===== config.mk =====
export PLATFORM = sky130hd
export DESIGN_NAME = sched_dispatch_flat
export DESIGN_NICKNAME = d
export VERILOG_FILES = /design/src/rtl/sched_dispatch_pkg.sv /design/src/rtl/sched_dispatch_if.sv /design/src/rtl/sched_ts_counter.sv /design/src/rtl/sched_dispatch.sv /design/src/flat_wrapper.sv
export SDC_FILE = /design/constraint.sdc
export NUM_CORES = 1
export LEC_CHECK = 0
export ABC_CLOCK_PERIOD_IN_PS = 2600
export CORE_ASPECT_RATIO = 0.8
export CORE_UTILIZATION = 30
export CTS_CLUSTER_SIZE = 25
export DETAILED_ROUTE_END_ITERATION = 10
export GPL_TIMING_DRIVEN = 0
export SYNTH_ARGS = -nofsm -noshare
export SYNTH_HDL_FRONTEND = slang
export SYNTH_HIERARCHICAL = 1
export SYNTH_SLANG_ARGS = --single-unit

===== constraint.sdc =====
create_clock -name CLK -period 2.6 [get_ports CLK]
set_input_delay 0.52 -clock CLK [delete_from_list [all_inputs] [get_ports CLK]]
set_output_delay 0.52 -clock CLK [all_outputs]
set_load 0.05 [all_outputs]

===== src/rtl/sched_dispatch_pkg.sv =====
// Shared definitions for the spike-scheduler dispatcher: event-type codes,
// FSM state encoding and the widths derived from the default array geometry.
package sched_pkg;

  localparam int WORDS  = 256 / 4;
  localparam int WORD_W = $clog2(WORDS);
  localparam int TS_W   = $clog2(8);

  localparam logic [1:0] VT_SPIKE  = 2'b00;
  localparam logic [1:0] VT_TICK   = 2'b01;
  localparam logic [1:0] VT_SSTART = 2'b10;
  localparam logic [1:0] VT_RSVD   = 2'b11;

  typedef enum logic [2:0] {
    ST_IDLE,
    ST_FETCH,
    ST_DECODE,
    ST_RD,
    ST_CAP,
    ST_OUT
  } state_t;

endpackage


===== src/rtl/sched_dispatch_if.sv =====
// Weight-word handoff from the dispatcher to the post-neuron update stage.
interface sched_dispatch_if #(
  parameter int PRE_NEUR_ADDR_WIDTH  = 10,
  parameter int WORD_W               = 6,
  parameter int SYN_ARRAY_DATA_WIDTH = 32
);
  logic                            DISP_VALID;
  logic                            DISP_READY;
  logic [PRE_NEUR_ADDR_WIDTH-1:0]  DISP_PRE_ADDR;
  logic [WORD_W-1:0]               DISP_WORD;
  logic [SYN_ARRAY_DATA_WIDTH-1:0] DISP_WEIGHTS;

  modport master (output DISP_VALID, DISP_PRE_ADDR, DISP_WORD, DISP_WEIGHTS,
                  input  DISP_READY);
  modport slave  (input  DISP_VALID, DISP_PRE_ADDR, DISP_WORD, DISP_WEIGHTS,
                  output DISP_READY);
endinterface


===== src/rtl/sched_ts_counter.sv =====
// Modulo-TIME_STEP timestep counter; o_wrap pulses on the increment that
// rolls the last timestep back to zero.
module sched_ts_counter
  import sched_pkg::*;
#(
  parameter int TIME_STEP = 8
) (
  input  logic            CLK,
  input  logic            RSTN,
  input  logic            i_inc,
  input  logic            i_clr,
  output logic [TS_W-1:0] o_ts_idx,
  output logic            o_wrap
);

  logic [TS_W-1:0] r_idx;
  logic            w_at_last;

  assign w_at_last = (r_idx == TS_W'(TIME_STEP - 1));
  assign o_wrap    = i_inc && w_at_last;
  assign o_ts_idx  = r_idx;

  always_ff @(posedge CLK or negedge RSTN) begin
    if (!RSTN)      r_idx <= '0;
    else if (i_clr) r_idx <= '0;
    else if (i_inc) r_idx <= w_at_last ? '0 : r_idx + TS_W'(1);
  end

endmodule


===== src/rtl/sched_dispatch.sv =====
// Scheduler FIFO consumer: pops AER events, sweeps a spike's synapse row out
// over valid/ready, and tracks timesteps. Option: DISPATCH_SKIP_ZERO_EN.
module sched_dispatch
  import sched_pkg::*;
#(
  parameter int TIME_STEP            = 8,
  parameter int OUTPUT_NEURON        = 256,
  parameter int POST_NEUR_PARALLEL   = 4,
  parameter int PRE_NEUR_ADDR_WIDTH  = 10,
  parameter int AER_WIDTH            = 12,
  parameter int SYN_ARRAY_DATA_WIDTH = 32,
  parameter int SYN_ARRAY_ADDR_WIDTH = 16,
  parameter int WEIGHT_WIDTH         = 8
) (
  input  logic                            CLK,
  input  logic                            RSTN,
  input  logic                            ENABLE,
  input  logic                            SCHED_EMPTY,
  input  logic [AER_WIDTH-1:0]            SCHED_DATA_OUT,
  output logic                            CTRL_SCHED_POP_N,
  output logic                            SYN_RD_EN,
  output logic [SYN_ARRAY_ADDR_WIDTH-1:0] SYN_ADDR,
  input  logic [SYN_ARRAY_DATA_WIDTH-1:0] SYN_RDATA,
  sched_dispatch_if.master                disp,
  output logic                            TS_TICK,
  output logic [TS_W-1:0]                 TS_IDX,
  output logic                            SAMPLE_DONE,
  output logic                            DISP_BUSY
);

  localparam int                ROW_W     = POST_NEUR_PARALLEL * WEIGHT_WIDTH;
  localparam logic [WORD_W-1:0] LAST_WORD = WORD_W'(OUTPUT_NEURON / POST_NEUR_PARALLEL - 1);

  state_t                         r_state, w_next;
  logic [AER_WIDTH-1:0]           r_evt;
  logic [WORD_W-1:0]              r_word;
  logic [PRE_NEUR_ADDR_WIDTH-1:0] r_out_pre;
  logic [WORD_W-1:0]              r_out_word;
  logic [ROW_W-1:0]               r_out_weights;

  logic [1:0]                     w_virts;
  logic [PRE_NEUR_ADDR_WIDTH-1:0] w_pre;
  logic                           w_last;
  logic                           w_skip;
  logic                           w_ts_inc;
  logic                           w_ts_clr;

  assign w_virts = r_evt[AER_WIDTH-1 -: 2];
  assign w_pre   = r_evt[PRE_NEUR_ADDR_WIDTH-1:0];
  assign w_last  = (r_word == LAST_WORD);

`ifdef DISPATCH_SKIP_ZERO_EN
  assign w_skip = (SYN_RDATA[ROW_W-1:0] == '0);
`else
  assign w_skip = 1'b0;
`endif

  always_ff @(posedge CLK or negedge RSTN) begin
    if (!RSTN) r_state <= ST_IDLE;
    else       r_state <= w_next;
  end

  always_comb begin
    w_next = r_state;
    case (r_state)
      ST_IDLE:   if (ENABLE && !SCHED_EMPTY) w_next = ST_FETCH;
      ST_FETCH:  w_next = ST_DECODE;
      ST_DECODE: w_next = (w_virts == VT_SPIKE) ? ST_RD : ST_IDLE;
      ST_RD:     w_next = ST_CAP;
      ST_CAP:    if (w_skip) w_next = w_last ? ST_IDLE : ST_RD;
                 else        w_next = ST_OUT;
      ST_OUT:    if (disp.DISP_READY) w_next = w_last ? ST_IDLE : ST_RD;
      default:   w_next = ST_IDLE;
    endcase
  end

  // Event register, row cursor and the held output word
  always_ff @(posedge CLK or negedge RSTN) begin
    if (!RSTN) begin
      r_evt         <= '0;
      r_word        <= '0;
      r_out_pre     <= '0;
      r_out_word    <= '0;
      r_out_weights <= '0;
    end else begin
      case (r_state)
        ST_FETCH:  r_evt  <= SCHED_DATA_OUT;
        ST_DECODE: r_word <= '0;
        ST_CAP: begin
          r_out_pre     <= w_pre;
          r_out_word    <= r_word;
          r_out_weights <= SYN_RDATA[ROW_W-1:0];
          if (w_skip && !w_last) r_word <= r_word + WORD_W'(1);
        end
        ST_OUT:    if (disp.DISP_READY && !w_last) r_word <= r_word + WORD_W'(1);
        default: ;
      endcase
    end
  end

  always_comb begin
    SYN_ADDR = '0;
    if (r_state == ST_RD) SYN_ADDR = {w_pre, r_word};
  end

  assign CTRL_SCHED_POP_N  = (r_state != ST_FETCH);
  assign SYN_RD_EN         = (r_state == ST_RD);
  assign DISP_BUSY         = (r_state != ST_IDLE);
  assign disp.DISP_VALID    = (r_state == ST_OUT);
  assign disp.DISP_PRE_ADDR = r_out_pre;
  assign disp.DISP_WORD     = r_out_word;
  assign disp.DISP_WEIGHTS  = r_out_weights;

  assign w_ts_inc = (r_state == ST_DECODE) && (w_virts == VT_TICK);
  assign w_ts_clr = (r_state == ST_DECODE) && (w_virts == VT_SSTART);
  assign TS_TICK  = w_ts_inc;

  sched_ts_counter #(.TIME_STEP(TIME_STEP)) u_ts (
    .CLK      (CLK),
    .RSTN     (RSTN),
    .i_inc    (w_ts_inc),
    .i_clr    (w_ts_clr),
    .o_ts_idx (TS_IDX),
    .o_wrap   (SAMPLE_DONE)
  );

endmodule


===== src/flat_wrapper.sv =====
// flat-port wrapper written by rule: the top's interface ports become plain ports
module sched_dispatch_flat import sched_pkg::*;
#(
  parameter int TIME_STEP            = 8,
  parameter int OUTPUT_NEURON        = 256,
  parameter int POST_NEUR_PARALLEL   = 4,
  parameter int PRE_NEUR_ADDR_WIDTH  = 10,
  parameter int AER_WIDTH            = 12,
  parameter int SYN_ARRAY_DATA_WIDTH = 32,
  parameter int SYN_ARRAY_ADDR_WIDTH = 16,
  parameter int WEIGHT_WIDTH         = 8
)
  (CLK, RSTN, ENABLE, SCHED_EMPTY, SCHED_DATA_OUT, CTRL_SCHED_POP_N, SYN_RD_EN, SYN_ADDR, SYN_RDATA, TS_TICK, TS_IDX, SAMPLE_DONE, DISP_BUSY, disp_DISP_VALID, disp_DISP_PRE_ADDR, disp_DISP_WORD, disp_DISP_WEIGHTS, disp_DISP_READY);
  sched_dispatch_if #(.PRE_NEUR_ADDR_WIDTH(PRE_NEUR_ADDR_WIDTH), .WORD_W(6), .SYN_ARRAY_DATA_WIDTH(SYN_ARRAY_DATA_WIDTH)) disp_i ();
  input  logic CLK;
  input  logic RSTN;
  input  logic ENABLE;
  input  logic SCHED_EMPTY;
  input  logic [AER_WIDTH-1:0] SCHED_DATA_OUT;
  output logic CTRL_SCHED_POP_N;
  output logic SYN_RD_EN;
  output logic [SYN_ARRAY_ADDR_WIDTH-1:0] SYN_ADDR;
  input  logic [SYN_ARRAY_DATA_WIDTH-1:0] SYN_RDATA;
  output logic TS_TICK;
  output logic [TS_W-1:0] TS_IDX;
  output logic SAMPLE_DONE;
  output logic DISP_BUSY;
  output wire logic [$bits(disp_i.DISP_VALID)-1:0] disp_DISP_VALID;
  output wire logic [$bits(disp_i.DISP_PRE_ADDR)-1:0] disp_DISP_PRE_ADDR;
  output wire logic [$bits(disp_i.DISP_WORD)-1:0] disp_DISP_WORD;
  output wire logic [$bits(disp_i.DISP_WEIGHTS)-1:0] disp_DISP_WEIGHTS;
  input wire logic [$bits(disp_i.DISP_READY)-1:0] disp_DISP_READY;
  assign disp_DISP_VALID = disp_i.DISP_VALID;
  assign disp_DISP_PRE_ADDR = disp_i.DISP_PRE_ADDR;
  assign disp_DISP_WORD = disp_i.DISP_WORD;
  assign disp_DISP_WEIGHTS = disp_i.DISP_WEIGHTS;
  assign disp_i.DISP_READY = disp_DISP_READY;
  sched_dispatch #(.TIME_STEP(TIME_STEP), .OUTPUT_NEURON(OUTPUT_NEURON), .POST_NEUR_PARALLEL(POST_NEUR_PARALLEL), .PRE_NEUR_ADDR_WIDTH(PRE_NEUR_ADDR_WIDTH), .AER_WIDTH(AER_WIDTH), .SYN_ARRAY_DATA_WIDTH(SYN_ARRAY_DATA_WIDTH), .SYN_ARRAY_ADDR_WIDTH(SYN_ARRAY_ADDR_WIDTH), .WEIGHT_WIDTH(WEIGHT_WIDTH)) u_core (.CLK(CLK), .RSTN(RSTN), .ENABLE(ENABLE), .SCHED_EMPTY(SCHED_EMPTY), .SCHED_DATA_OUT(SCHED_DATA_OUT), .CTRL_SCHED_POP_N(CTRL_SCHED_POP_N), .SYN_RD_EN(SYN_RD_EN), .SYN_ADDR(SYN_ADDR), .SYN_RDATA(SYN_RDATA), .disp(disp_i), .TS_TICK(TS_TICK), .TS_IDX(TS_IDX), .SAMPLE_DONE(SAMPLE_DONE), .DISP_BUSY(DISP_BUSY));
endmodule

# Yosys cells after proc, flatten, opt, wreduce, memory -nomap -nowiden
# Index checks and enable logic that the tools add are counted.
[classes]
n_addsub = 2
eq_ne = 13
muxes = 11
n_reduce_logical = 14
[op_table]
columns = ["cell", "count"]
rows = [
  ["3-bit one-hot mux with 6 select lines", 1],
  ["16-bit two-way mux", 1],
  ["3-bit two-way mux", 5],
  ["6-bit one-hot mux with 2 select lines", 1],
  ["3-bit == test (second input constant)", 3],
  ["6-bit by 1-bit adder with 6-bit output (second input constant)", 1],
  ["3-bit by 2-bit == test with 1-bit output (second input constant)", 2],
  ["6-bit == test (second input constant)", 1],
  ["6-bit two-way mux", 1],
  ["2-bit by 1-bit inequality test with 1-bit output (second input constant)", 3],
  ["1-bit logical AND", 5],
  ["2-bit two-way mux", 2],
  ["2-bit AND reduction", 2],
  ["2-bit nonzero test", 2],
  ["3-bit by 1-bit adder with 3-bit output (second input constant)", 1],
  ["3-bit by 1-bit == test with 1-bit output (second input constant)", 1],
  ["3-bit zero test", 1],
  ["3-bit by 1-bit inequality test with 1-bit output (second input constant)", 1],
  ["3-bit nonzero test", 1],
  ["2-bit by 1-bit == test with 1-bit output (second input constant)", 1],
  ["2-bit == test (second input constant)", 1],
  ["1-bit zero test", 2],
  ["2-bit zero test", 1],
]
[totals]
reg_bits = 72
in_bits = 49
output_inout_bits = 73
word_cells = 47

# Depth between registers and ports, before layout
# Gate-level depths: netlist of run 1.
[depth]
ltp_word = 5
ltp_mapped = 6
depth_no_buf = 5

# Hierarchy
# The synthesis of run 1 kept the hierarchy.
[by_module_without_submodules]
columns = ["mod", "instances", "cells_each", "area_each_um2", "seq_area_each_um2"]
rows = [
  ["sched_dispatch", 1, 203, 2972.9, 1726.7],
  ["sched_ts_counter", 1, 13, 157.7, 75.1],
]

# Worst setup path after synthesis of run 1
# No wires, ideal clock.
[synth_timing]
path_type = "reg-to-output"
startpoint = "register u_core.r_state[2]"
endpoint = "output port SAMPLE_DONE"
t_arrival_ps = 2879
t_required_ps = 2080
path_slack_ps = -799
stages_incl_launch_ff = 6
n_path_buf = 1
path_cell_list = "dfrtp_1 > buf_2 > nor2_1 > nand2_1 > nor3b_1 > and2_1"
[synth_via]
elab_chain_cells = 3
[synth_lines]
columns = ["element", "line", "source"]
rows = [
  ["start: declaration", "sched_dispatch.sv:34", "state_t r_state, w_next;"],
  ["start signal: assignment", "sched_dispatch.sv:60", "else r_state <= w_next;"],
  ["3-bit by 2-bit == test with 1-bit output", "sched_dispatch.sv:114", "assign w_ts_inc = (r_state == ST_DECODE) && (w_virts == VT_TICK);"],
  ["1-bit logical AND", "sched_dispatch.sv:114", ""],
  ["net TS_TICK", "flat_wrapper.sv:24", "output logic TS_TICK;"],
  ["1-bit logical AND", "sched_ts_counter.sv:20", "assign o_wrap = i_inc && w_at_last;"],
  ["end: declaration", "flat_wrapper.sv:26", "output logic SAMPLE_DONE;"],
]
# The timed path passes the listed nets, and every way through them passes these cells.

# Worst setup path after layout of run 1
[layout_timing]
startpoint = "register u_core.r_state[2]"
endpoint = "output port DISP_BUSY"
[layout_via]
elab_chain_cells = 1
[layout_lines]
columns = ["element", "line", "source"]
rows = [
  ["3-bit nonzero test", "sched_dispatch.sv:108", "assign DISP_BUSY = (r_state != ST_IDLE);"],
  ["end: declaration", "flat_wrapper.sv:27", "output logic DISP_BUSY;"],
]
# No other way between the ends.

==> flow_summary.yaml, run 1 <==
floorplan:
  die_area_sq_um: 10800
  die_w_um: 116
  dieHeight_um: 93.4
  core_area_sq_um: 9890
  ioPinCount: 122
  num_rows: 32
  initial_core_util_pct: 31.7
timing:
  rsz0062_at_grt: "true"
  setup_ws_ns: 0.112
  post-route-period-util_pct: 95.7
  setup_tns_ns: 0
  holdWs_ns: 0.150
  setup_viol: 0
  fin_crit_ns: 2.49
  fin_skew_ns: 0.00382
  drv_slew: 0
  tightest_slew_ns: 0.535
  fmax_mhz: 402
  slew-limit-headroom_pct: 64.2
  hold_viol_final: 0
power_and_ir_drop:
  power.leakage_nw: 2.17
  ir_drop_mv: 0.984
  power.density_nw_per_um2: 1470
logic_synthesis:
  synthTopCellsByCount: "72 x dfrtp_1, 40 x mux2_2, 18 x mux2_4"
  synth-seq-cells: 72
  syn_inst: 216
  synthArstFlopShare_pct: 100
  synth_flop_cell: "dfrtp_1"
  synthTopCellsByArea: "dfrtp_1 58%, mux2_2 14%, mux2_4 8.6%"
  synth_top_area_cell: "dfrtp_1"
  synth_most_common_cell: "dfrtp_1"
  synth.net_count: 268
  synth_edf_count: 0
  ys_seq_area_share_pct: 57.6
  syn-cell-area_sq_um: 3130
  synth_warnings: 6
  yosysUniqueCellTypes: 35
  yosysTopAreaCellShare_pct: 57.6
  syn_area_per_cell_sq_um: 14.5
final_layout:
  seqCellArea_sq_um: 1800
  final_layout_size_suffix_gt1_share_pct: 30.1
  stdcell_area_sq_um: 4900
  fin_nets: 403
  multiInputGateArea_sq_um: 1240
  syn2layout_area_growth_pct: 56.5
  nFillCells: 897
  diodes: 0
  stdcell_count: 492
worst_setup_path:
  crit_chain: "buf_2 > or3_1 > clkdlybuf4s50_1"
  crit_type: "register to output pin"
  r2r_setup_slack_ns: 0.70
  start_kind: "register"
  cp_slowest_stage_delay_ns: 0.72
  worst_setup_path_end_kind: "output pin"
  worstPathRequired_ns: 2.08
  crit_path_max_fanout: 10
  cp_slowest_cell: "clkdlybuf4s50_1"
  arrival_ns: 1.97
global_route:
  overflow: 0
  grtUsageTotal_pct: 14.0
  grt_first_pass_wirelength_mm: 11.4
  grt_pass1_vias: 2311
  antenna_found_initial: 0
  grt_start_max_net_pins: 38
clock_tree:
  htreeDepth: 3
  cts_tree: "built"
  clk_path_buf_depth: 2
  clock_sinks: 72
  cts_buffers: 9
  cts_root_buf: "clkbuf_16"
  insertion_delay_ns: 0.33
  clk_transition_reported_paths_ns: 0.06
placement:
  place_ws_ns: -0.195
  placed_area_sq_um: 4540
  port_buffers: 121
  dp_hpwl_mm: 4.99
  place_congestion: 0.699
  dp.cells: 474
drt:
  detail_route.wl_per_cell_um: 14.3
  drc: 0
  ant_nets: 0
  routed_via_density: 4.50
  drt_wl_total_mm: 7.03
  first_iter_violations: 46
  drt_first_pass_iters: 4
  detailroute.via_count: 2212
run_status:
  status: "complete, no violations"
hold_path:
  hold_class: "primary input to asynchronous set/reset pin"
flow_run:
  max-cap-violations: 0
cells by family (layout without fill, tap and decap cells):
kind of cell | after synthesis | count (layout) | share of synthesized area [%]
adder cells (fa/ha/maj) | 3 | 3 | 1.20
AND/OR/NAND/NOR | 52 | 52 | 9.71
multiplexers | 67 | 67 | 26.0
flip-flops | 72 | 72 | 57.6
buffers and inverters | 13 | 153 | 3.44
AO/OA/AOI/OAI | 9 | 9 | 2.12
where the power goes:
group / internal [mW] / switching [mW] / leakage [nW]
Sequential: 1.64 / 0.303 / 0.886
Combinational: 1.57 / 2.28 / 1.12
Clock: 0.938 / 0.475 / 0.162
state kept, by name, summed over array words and instances, names as in the netlist:
signal / flops
u_core/disp.DISP_PRE_ADDR: 10
u_core/r_state: 3
u_core/disp.DISP_WEIGHTS: 32
u_core/r_evt: 12
u_core/u_ts/o_ts_idx: 3
u_core/r_word: 6
u_core/disp.DISP_WORD: 6
timing repair:
action / 4_1_cts / 5_1_grt
hold buffers: 0 / 0
setup endpoints to repair: 19 / 15
gates resized for setup: 45 / 10
setup buffers: 0 / 2
pin swaps: 1 / 1
worst paths after layout:
path | from | to | cells past startpoint
worst max register to register | u_core/r_state[2] | u_core/u_ts/o_ts_idx[0] | 7
worst min-delay path | RSTN | u_core/u_ts/o_ts_idx[0] | 1
max in group asynchronous | RSTN | u_core/disp.DISP_WEIGHTS[2] | 2
worst max-delay path | u_core/r_state[2] | DISP_BUSY | 3
worst min register to register | u_core/disp.DISP_WEIGHTS[27] | u_core/disp.DISP_WEIGHTS[27] | 1
min in group CLK | u_core/disp.DISP_WEIGHTS[27] | u_core/disp.DISP_WEIGHTS[27] | 1
critical path: cells and delay by family, from the launching register on:
family                 cells  cell delay, ns
AND/OR/NAND/NOR            1            0.33
buffers and inverters      2            0.91
flip-flops                 1            0.40
final cells by class:
cell class / count / share of cell area (%)
Buffer: 10 / 1.97
Clock buffer: 9 / 4.60
Clock inverter: 7 / 2.43
Inverter: 3 / 0.230
Multi-Input combinational cell: 131 / 25.4
Sequential cell: 72 / 36.8
Tap cell: 136 / 3.47
Timing Repair Buffer: 124 / 25.2
metrics by stage:
| step | utilization [%] | total power [mW] |
|---|---|---|
| detailed placement | 45.9 | 5.84 |
| finish | 49.5 | 7.21 |
| global route | 49.5 | 7.56 |
| floorplan | - | 4.61 |
| global placement | 45.7 | 5.81 |
| CTS | 49.4 | 7.30 |
metal layers:
metal  up-vias  part of all wire, %  track usage (%)
met2        71                   45             21.0
met5         -                    0                0
li1       1033                    -                -
met3        17                  8.2             5.90
met1      1091                   45             17.5
met4         0                  1.9             5.98
cells in the final DEF, fill, tap and decap left out, types with 4 or more instances in the layout:
cell              n
clkdlybuf4s50_1  99
dfrtp_1          72
mux2_2           40
mux2_4           18
and2_1           16
nand2_1          12
clkbuf_16         9
buf_4             7
dlygate4sd2_1     7
mux2i_1           7
clkdlybuf4s15_2   6
buf_2             5
nor2_1            4
Power figures use the tool's default switching activity.
==> run 2, diff against run 1 <==
--- a/config.mk
+++ b/config.mk
@@ -5,12 +5,12 @@
 export SDC_FILE = /design/constraint.sdc
 export NUM_CORES = 1
 export LEC_CHECK = 0
-export ABC_CLOCK_PERIOD_IN_PS = 2600
-export CORE_ASPECT_RATIO = 0.8
+export ABC_CLOCK_PERIOD_IN_PS = 2400
 export CORE_UTILIZATION = 30
 export CTS_CLUSTER_SIZE = 25
 export DETAILED_ROUTE_END_ITERATION = 10
 export GPL_TIMING_DRIVEN = 0
+export SLEW_MARGIN = 20
 export SYNTH_ARGS = -nofsm -noshare
 export SYNTH_HDL_FRONTEND = slang
 export SYNTH_HIERARCHICAL = 1
==> constraint.sdc (replaced) <==
create_clock -name CLK -period 2.4 [get_ports CLK]
set_input_delay 0.48 -clock CLK [delete_from_list [all_inputs] [get_ports CLK]]
set_output_delay 0.48 -clock CLK [all_outputs]
set_load 0.05 [all_outputs]
==> flow_summary.yaml, run 2 (synthesized netlist as in run 1, its figures left out) <==
run_status:
  status: "complete, no violations"
final_layout:
  nFillCells: 918
  fin_nets: 404
  final_layout_size_suffix_gt1_share_pct: 32.5
  final_cell_mix: "98 x clkdlybuf4s50_1, 72 x dfrtp_1, 40 x mux2_2"
  fin_util_pct: 47.8
  final_common_cell: "clkdlybuf4s50_1"
  stdcell_area_sq_um: 4760
  syn2layout_area_growth_pct: 51.9
  largest_reg_flops: 32
  diodes: 0
clock_tree:
  hold_buffers: 0
  clk_path_buf_depth: 2
  clk_transition_reported_paths_ns: 0.08
  clock_sinks: 72
  cts_buffers: 9
  htreeDepth: 3
  cts_root_buf: "clkbuf_8"
  insertion_delay_ns: 0.34
  cts_tree: "built"
floorplan:
  die_area_sq_um: 10800
  die_w_um: 104
  ioPinCount: 122
  dieHeight_um: 104
  initial_core_util_pct: 31.4
  num_rows: 36
  core_area_sq_um: 9950
worst_setup_path:
  r2r_setup_slack_ns: 0.67
  crit_chain: "clkbuf_4 > nand2_1 > nor2_4 > clkbuf_4 > and2_1 > buf_2"
  start_kind: "register"
  worstPathRequired_ns: 1.92
  crit_path_max_fanout: 10
  cp_slowest_stage_delay_ns: 0.32
  cp_num_buf_inv: 3
  crit_type: "register to output pin"
  crit_path_frequent_cell: "clkbuf_4"
  cp_top_family: "buffers and inverters"
  arrival_ns: 1.79
  worst_setup_path_end_kind: "output pin"
  cp_slowest_cell: "dfrtp_1"
global_route:
  grt_first_pass_wirelength_mm: 11.6
  use_met2_pct: 19.5
  antenna_found_initial: 0
  overflow: 0
  grtUsageTotal_pct: 13.7
  use_met1_pct: 19.3
  use_met3_pct: 4.45
  grt_start_max_net_pins: 42
  grt_pass1_vias: 2207
  grt_most_used_layer: "met2"
power_and_ir_drop:
  power.density_nw_per_um2: 1570
  power_frac_seq_pct: 28.0
  power.leakage_nw: 2.10
  switchingPower_mw: 3.27
  swShare_pct: 43.7
  comb_power_share_pct: 56.1
  clkPwrFrac_pct: 15.9
  internal_power_mw: 4.20
  ir_drop_mv: 0.648
  power_mw: 7.47
placement:
  dp_hpwl_mm: 4.99
  placed_area_sq_um: 4540
  place_ws_ns: -0.358
  place_congestion: 0.742
  port_buffers: 121
timing:
  post-route-period-util_pct: 94.7
  setup_tns_ns: 0
  setup_ws_ns: 0.128
  setup_viol: 0
  fin_crit_ns: 2.27
  hold_viol_final: 0
  tightest_slew_ns: 0.531
  drv_slew: 0
  fin_skew_ns: 0.00833
  fmax_mhz: 440
  slew-limit-headroom_pct: 64.5
  rsz0062_at_grt: "false"
hold_path:
  hold_class: "primary input to asynchronous set/reset pin"
drt:
  drc: 0
  first_iter_violations: 73
  detailroute.via_count: 2221
  drt_first_pass_iters: 4
  ant_nets: 0
  routed_via_density: 4.53
  drt_wl_total_mm: 7.07
  detail_route.wl_per_cell_um: 14.4
flow_run:
  max-cap-violations: 0
run 2: cell count changes in the layout (fill, tap and decap cells not counted), moves of 2 or more:
| cell | previous run | this run |
|---|---|---|
| dlymetal6s2s_1 | 2 | 0 |
| clkbuf_2 | 1 | 6 |
| clkbuf_4 | 0 | 4 |
| dlygate4sd2_1 | 7 | 3 |
| buf_2 | 5 | 9 |
| clkbuf_16 | 9 | 0 |
| buf_4 | 7 | 9 |
| clkdlybuf4s18_2 | 3 | 0 |
| clkbuf_8 | 0 | 10 |
| clkdlybuf4s15_2 | 6 | 2 |
run 2: layer usage:
metal	wire length, um	up-vias
met4	63	0
met1	3420	1088
li1	-	1031
met5	0	-
met3	443	6
met2	3140	96
run 2: path summary, 6_finish.rpt:
check | startpoint | to | depth (start not counted)
max | u_core/r_state[1] | SYN_ADDR[9] | 6
max in group asynchronous | RSTN | u_core/disp.DISP_PRE_ADDR[6] | 2
max reg2reg | u_core/r_state[2] | u_core/u_ts/o_ts_idx[0] | 7
min | RSTN | u_core/disp.DISP_WEIGHTS[9] | 1
min in group CLK | u_core/disp.DISP_WEIGHTS[17] | u_core/disp.DISP_WEIGHTS[17] | 1
min reg2reg | u_core/disp.DISP_WEIGHTS[17] | u_core/disp.DISP_WEIGHTS[17] | 1
run 2: layout make-up:
class	instances	area (sq um)	area share (%)
Buffer	10	104	2.18
Clock inverter	6	115	2.42
Timing Repair Buffer	125	1170	24.6
Inverter	3	11.3	0.237
Tap cell	133	166	3.50
Sequential cell	72	1800	37.9
Multi-Input combinational cell	131	1250	26.3
Clock buffer	10	138	2.89
run 2: power by group through the flow:
stage | logic (mW) | clock network (mW) | registers (mW)
after global routing | 4.38 | 1.28 | 2.18
after CTS | 4.18 | 1.24 | 2.10
after floorplan | 1.50 | 0 | 3.49
final | 4.19 | 1.19 | 2.09
after detailed placement | 4.20 | 0 | 2.12
after global placement | 4.19 | 0 | 2.09
run 2: per-stage QoR:
step | instances | hold slack (ns)
3_3_place_gp | 470 | 0.468
4_1_cts | 488 | 0.0731
6_report | 490 | 0.0772
5_1_grt | 490 | 0.0877
2_1_floorplan | 216 | 0.184
3_5_place_dp | 471 | 0.456
run 2: what timing repair did:
item,4_1_cts,5_1_grt
pin swaps,1,1
endpoints found under the setup margin,22,18
resized for setup,75,17
buffers inserted,1,2
